===== config.mk =====
export PLATFORM = sky130hd
export DESIGN_NAME = display_scan_ctrl
export DESIGN_NICKNAME = d
export VERILOG_FILES = /design/src/rtl/display_scan_ctrl.sv
export SDC_FILE = /design/constraint.sdc
export NUM_CORES = 1
export LEC_CHECK = 0
export BUFFER_PORTS_ARGS = -buffer_cell sky130_fd_sc_hd__buf_2
export CAP_MARGIN = 0
export CORE_MARGIN = 5
export CORE_UTILIZATION = 62
export CTS_CLUSTER_DIAMETER = 50
export DETAILED_ROUTE_END_ITERATION = 10
export PLACE_DENSITY = 0.85
export SYNTH_ARGS = -nofsm -noshare
export SYNTH_HDL_FRONTEND = slang
export SYNTH_SLANG_ARGS = --single-unit

===== constraint.sdc =====
create_clock -name clk -period 3.89 [get_ports clk]
set_clock_uncertainty 0.15 [all_clocks]
set_input_delay 0.389 -clock clk [delete_from_list [all_inputs] [get_ports clk]]
set_output_delay 0.389 -clock clk [all_outputs]
set_load 0.01 [all_outputs]

===== src/rtl/display_scan_ctrl.sv =====
// Time-multiplexed 7-segment scan controller with a double-buffered frame.
// A new frame is only swapped in at a frame boundary, so a frame is never torn.
module display_scan_ctrl #(
    parameter int DIGITS      = 4,
    parameter int PRESCALE    = 50000,
    parameter int DEAD_CYCLES = 16
) (
    input  logic                        clk,
    input  logic                        reset,
    input  logic                        enable,
    input  logic                        load_valid,
    output logic                        load_ready,
    input  logic [4*DIGITS-1:0]         load_data,
    input  logic [DIGITS-1:0]           load_blank,
    output logic [3:0]                  char,
    output logic [DIGITS-1:0]           an,
    output logic [$clog2(DIGITS)-1:0]   digit_idx,
    output logic                        frame_done
);

    localparam int IW = $clog2(DIGITS);
    localparam int SW = $clog2(PRESCALE);

    localparam logic [1:0] ST_IDLE = 2'd0;
    localparam logic [1:0] ST_DEAD = 2'd1;
    localparam logic [1:0] ST_SHOW = 2'd2;

    localparam logic [SW-1:0] LAST_SLOT  = SW'(PRESCALE - 1);
    localparam logic [SW-1:0] DEAD_LIMIT = SW'(DEAD_CYCLES);
    localparam logic [IW-1:0] LAST_DIGIT = IW'(DIGITS - 1);

    logic                   running;
    logic [SW-1:0]          slot_cnt;
    logic [1:0]             state;
    logic [4*DIGITS-1:0]    active_data;
    logic [DIGITS-1:0]      active_blank;
    logic [4*DIGITS-1:0]    shadow_data;
    logic [DIGITS-1:0]      shadow_blank;
    logic                   pending;
    logic                   accept;
    logic                   transfer;

    // DEAD and SHOW are not stored; they fall out of where we are in the slot.
    always_comb begin
        state = ST_IDLE;
        if (running) begin
            if (slot_cnt < DEAD_LIMIT) begin
                state = ST_DEAD;
            end else begin
                state = ST_SHOW;
            end
        end
    end

    assign frame_done = (state != ST_IDLE) && (slot_cnt == LAST_SLOT)
                        && (digit_idx == LAST_DIGIT);
    assign load_ready = !pending;
    assign accept     = load_valid && !pending;
    assign transfer   = pending && (frame_done || (state == ST_IDLE));

    always_ff @(posedge clk) begin
        if (!reset) begin
            running   <= 1'b0;
            slot_cnt  <= '0;
            digit_idx <= '0;
        end else if (!enable) begin
            running   <= 1'b0;
            slot_cnt  <= '0;
            digit_idx <= '0;
        end else if (!running) begin
            running   <= 1'b1;
            slot_cnt  <= '0;
            digit_idx <= '0;
        end else if (slot_cnt == LAST_SLOT) begin
            slot_cnt  <= '0;
            digit_idx <= (digit_idx == LAST_DIGIT) ? '0 : digit_idx + IW'(1);
        end else begin
            slot_cnt  <= slot_cnt + SW'(1);
        end
    end

    // accept and transfer are mutually exclusive because they key off opposite pending values.
    always_ff @(posedge clk) begin
        if (!reset) begin
            active_data  <= '0;
            active_blank <= '1;
            shadow_data  <= '0;
            shadow_blank <= '0;
            pending      <= 1'b0;
        end else begin
            if (accept) begin
                shadow_data  <= load_data;
                shadow_blank <= load_blank;
                pending      <= 1'b1;
            end
            if (transfer) begin
                active_data  <= shadow_data;
                active_blank <= shadow_blank;
                pending      <= 1'b0;
            end
        end
    end

    always_comb begin
        char = 4'h0;
        if (state != ST_IDLE) begin
            char = active_data[int'(digit_idx)*4 +: 4];
        end
    end

    // Blanked digits still drive char so the decoder sees a stable code; only the anode stays off.
    always_comb begin
        an = '1;
        for (int i = 0; i < DIGITS; i++) begin
            an[i] = !((state == ST_SHOW) && (digit_idx == IW'(i)) && !active_blank[i]);
        end
    end

endmodule


# [Word-level counts from Yosys, hierarchy flattened]
# Cells that the tools add are included.
[classes] order_cmp=1 eq_ne=5 n_reduce_logical=28 bitwise_logic=3 shift=1 n_div=0 mux=5 mul=0 addsub=2
[ops] operator="adder 16 x 1 -> 16 bit, second input constant" n=1
[ops] operator="equality test 16 bit, second input constant" n=1
[ops] operator="< comparator 16 x 5 -> 1 bit, second input constant" n=1
[ops] operator="indexed part select 16 x 5 -> 4 bit" n=1
[ops] operator="logical AND 1 bit" n=12
[ops] operator="logical NOT 1 bit" n=9
[ops] operator="equality test 2 bit, second input constant" n=3
[ops] operator="two-way mux 2 bit" n=3
[ops] operator="logical NOT 2 bit" n=2
[ops] operator="two-way mux 4 bit" n=1
[ops] operator="OR reduction 4 bit" n=1
[ops] operator="NOT 1 bit" n=3
[ops] operator="AND reduction 3 bit" n=1
[ops] operator="adder 2 x 1 -> 2 bit, second input constant" n=1
[ops] operator="equality test 2 x 1 -> 1 bit, second input constant" n=1
[ops] operator="nonzero test 2 bit" n=1
[ops] operator="OR reduction 2 bit" n=1
[ops] operator="logical OR 1 bit" n=1
[ops] operator="two-way mux 1 bit" n=1
[totals] rom_bits=0 latchBits=0 ramBits=0 input_bits=24 mem_count=0 register_bits=60 out_inout_bits=12 elab_cells=53

# [Depth between registers and ports, before layout]
[depth] depth_word=9 ltp_mapped=7 mapped_depth_nobuf=5

# [Worst setup path before layout]
# Ideal clock, no wire load.
[synth_timing] path_type="register to output" start="reg slot_cnt[7]" end="out an[0]" path_buffers=1 required_time_ns=3.351 arrival_ns=1.841 stages_incl_launch_ff=6 slack_ns=1.510 cell_sequence="dfxtp_1 or4_4 or4_1 clkbuf_2 o31a_1 nand3_1"
[synth_between] elab_chain_len=7
[synth_lines] element="start, declared" line_no="33" rtl="logic [SW-1:0] slot_cnt;"
[synth_lines] element="start signal, assigned" line_no="78" rtl="slot_cnt <= slot_cnt + SW'(1);"
[synth_lines] element="< comparator 16 x 5 -> 1 bit" line_no="47" rtl="if (slot_cnt < DEAD_LIMIT) begin"
[synth_lines] element="two-way mux 2 bit" line_no="47"
[synth_lines] element="two-way mux 2 bit" line_no="46" rtl="if (running) begin"
[synth_lines] element="equality test 2 bit" line_no="115" rtl="an[i] = !((state == ST_SHOW) && (digit_idx == IW'(i)) && !active_blank[i]);"
[synth_lines] element="logical AND 1 bit (2 in series)" line_no="115"
[synth_lines] element="logical NOT 1 bit" line_no="115"
[synth_lines] element="end, declared" line_no="16" rtl="output logic [DIGITS-1:0] an,"
# No other way between the ends.

# [Final worst setup path]
# Ends and elaborated chain as after synthesis.

==> metrics.cfg <==
[clocking]
cts_setup_buffers=0
clkTransAtPathRegs_ps=60
cts_resized=0
htree_levels=3
cts_buffers=9
cts.path.max_buffers=2
cts-root-buf=clkbuf_8
tritoncts=built
holdBufCountCts=0
clock_latency_ps=340
numClockSinks=60

[min_path]
min_from=enable
min_path_type=in -> reg

[worst_setup_path]
cp-startpoint=slot_cnt[7]$_SDFF_PP0_
critPathMaxFanout=7
r2r-start=slot_cnt[0]$_SDFF_PP0_
worstSetupEndpointType=output port
worstPathRequired_ps=3350
cp-start-kind=register
cp.arrival_ps=2400
worstSetupPathType=reg -> out

[status]
status=finished, final reports clean

[timing]
rsz0062_at_grt=false
finalSetupViolCount=0
fmax_ghz=0.341
slew_viol_final=0
tightest_slew_ps=1240
fin_crit_sh=0.754
slew_headroom=0.171
min_period_ps=2930
finalHoldViolCount=0
fin_tns_setup_ps=0
setup_ws_ps=955

[logic_synthesis]
syn-num-nets=409
synth_seq_cells=60
yosysTopAreaCell=dfxtp_1
ys_warn_count=0
yosysTopAreaCellShare=0.388
synthTopCellsByArea=dfxtp_1 (39%), and3_1 (7.7%), nand3_1 (7.1%)
synth_edf_count=0
syn_inst=380
synth-main-ff-cell=dfxtp_1
synth_area_um2=3100
synth_common_cells=dfxtp_1 (60), nand2_1 (47), nand3_1 (44), and3_1 (38), clkbuf_1 (34)
ys_types=34
syn_area_per_cell_um2=8.15
synth_most_common_cell=dfxtp_1
async_reset_ff_frac=0
synth-seq-area-share=0.388

[route]
num_vias=2887
routed_via_density=6.17
routedWlPerCell_um=15.5
drtIter0Drc=207
drt_wl_total_um=7240
ant_nets=0
first_pass_iters=5
drc=0

[die]
rows=25
core_area_um2=4790
die-height_um=80.7
die_w_um=80.7
die_area_um2=6510
ioPinCount=36
initial_core_util=0.647

[global_routing]
grt.overflow.total=0
grt_max_degree=83
grt_antenna_before_repair=0
grt_first_pass_wirelength_um=12300
grt_pass1_vias=2664
grt.total_usage=0.244

[cells_and_area]
diodes=0
multi_input_area_um2=1730
fillers=375
nNetsFinal=425
ff_latch_area_um2=1200
drive_above_1_share=0.160
area_delta_synth_final_pct=12.7

[pwr]
power_density_nw_per_um2=389
pwr-share-seq=0.481
p_clk_frac=0.453
peakVddDrop_mv=0.283
combinationalPowerShare=0.066
swShare=0.231
p_int_mw=1.05
switching_power_mw=0.313
p_leak_nw=1.42

[job]
maxCapViolCount=0

[placement]
globalplace.congestion=0.845
post-place-ws_ps=1270
io_buffers=35
dp_hpwl_um=4570

==> power groups by stage <==
| stage | registers, mW | logic [mW] | clock network, mW |
|---|---|---|---|
| after global routing | 0.657 | 0.102 | 0.652 |
| after global placement | 0.666 | 0.0861 | 0 |
| after CTS | 0.653 | 0.0888 | 0.627 |
| after detailed placement | 0.667 | 0.0882 | 0 |
| final | 0.654 | 0.0892 | 0.616 |
| after floorplan | 0.659 | 0.0660 | 0 |
==> layer usage <==
| metal | GRT usage | vias to the layer above | part of all wire |
|---|---|---|---|
| met5 | 0 | - | 0 |
| met4 | 0.0861 | 0 | 0.019 |
| met3 | 0.0729 | 18 | 0.077 |
| met2 | 0.406 | 119 | 0.48 |
| met1 | 0.299 | 1332 | 0.42 |
| li1 | - | 1418 | - |
==> cell families (layout without fill, tap and decap cells) <==
kind of cell	Yosys count	in the layout	share of synthesized area
AND/OR/NAND/NOR	182	182	0.299
AO/OA/AOI/OAI	70	70	0.170
flip-flops	60	60	0.388
buffers and inverters	46	67	0.0565
XOR/XNOR	13	13	0.0368
adder cells (fa/ha/maj)	5	5	0.0202
multiplexers	4	4	0.0291
==> placed cells by master (no fill, tap or decap), types with 9 or more instances in the layout <==
cell type	netlist	final
dfxtp_1	60	60
nand2_1	47	47
nand3_1	44	44
and3_1	38	38
buf_2	1	35
a21boi_0	21	21
nor2_1	20	20
o2111ai_1	20	20
a31oi_1	16	16
clkbuf_8	0	10
inv_1	9	9
==> sequential cells by signal (all words and copies together), names as in the netlist <==
| register | cells |
|---|---|
| pending | 1 |
| running | 1 |
| active_data | 16 |
| digit_idx | 2 |
| shadow_data | 16 |
| shadow_blank | 4 |
| active_blank | 4 |
| slot_cnt | 16 |
==> final cells by class <==
| class | instances | area share |
|---|---|---|
| Inverter | 10 | 0.0107 |
| Clock buffer | 11 | 0.0405 |
| Timing Repair Buffer | 41 | 0.0631 |
| Multi-Input combinational cell | 274 | 0.496 |
| Tap cell | 67 | 0.0240 |
| Clock inverter | 5 | 0.0215 |
| Sequential cell | 60 | 0.344 |
==> final timing paths <==
check / end / slack, ps / cells after the start
max: an[0] / 960 / 5
min: running$_SDFF_PN0_ / 140 / 2
min reg2reg: shadow_blank[3]$_SDFFE_PN0P_ / 320 / 2
max reg2reg: slot_cnt[2]$_SDFF_PP0_ / 1250 / 5
==> metrics by stage <==
stage               std cells  total power [mW]  cell area, um^2  hold slack [ps]  utilization
floorplan                 380             0.725             3100              288            -
global placement          452             0.752             3280              302        0.684
detailed placement        452             0.755             3280              310        0.684
CTS                       468              1.37             3490              117        0.730
global route              468              1.41             3490              121        0.730
finish                    468              1.36             3490              138        0.730
==> worst max-delay path, stage by stage, from the launching register on <==
cell and delay (ps):
dfxtp_1 360, or4_4 560, or4_1 530, o31a_1 380, nand3_1 100, buf_2 130
Power figures use the tool's default switching activity.
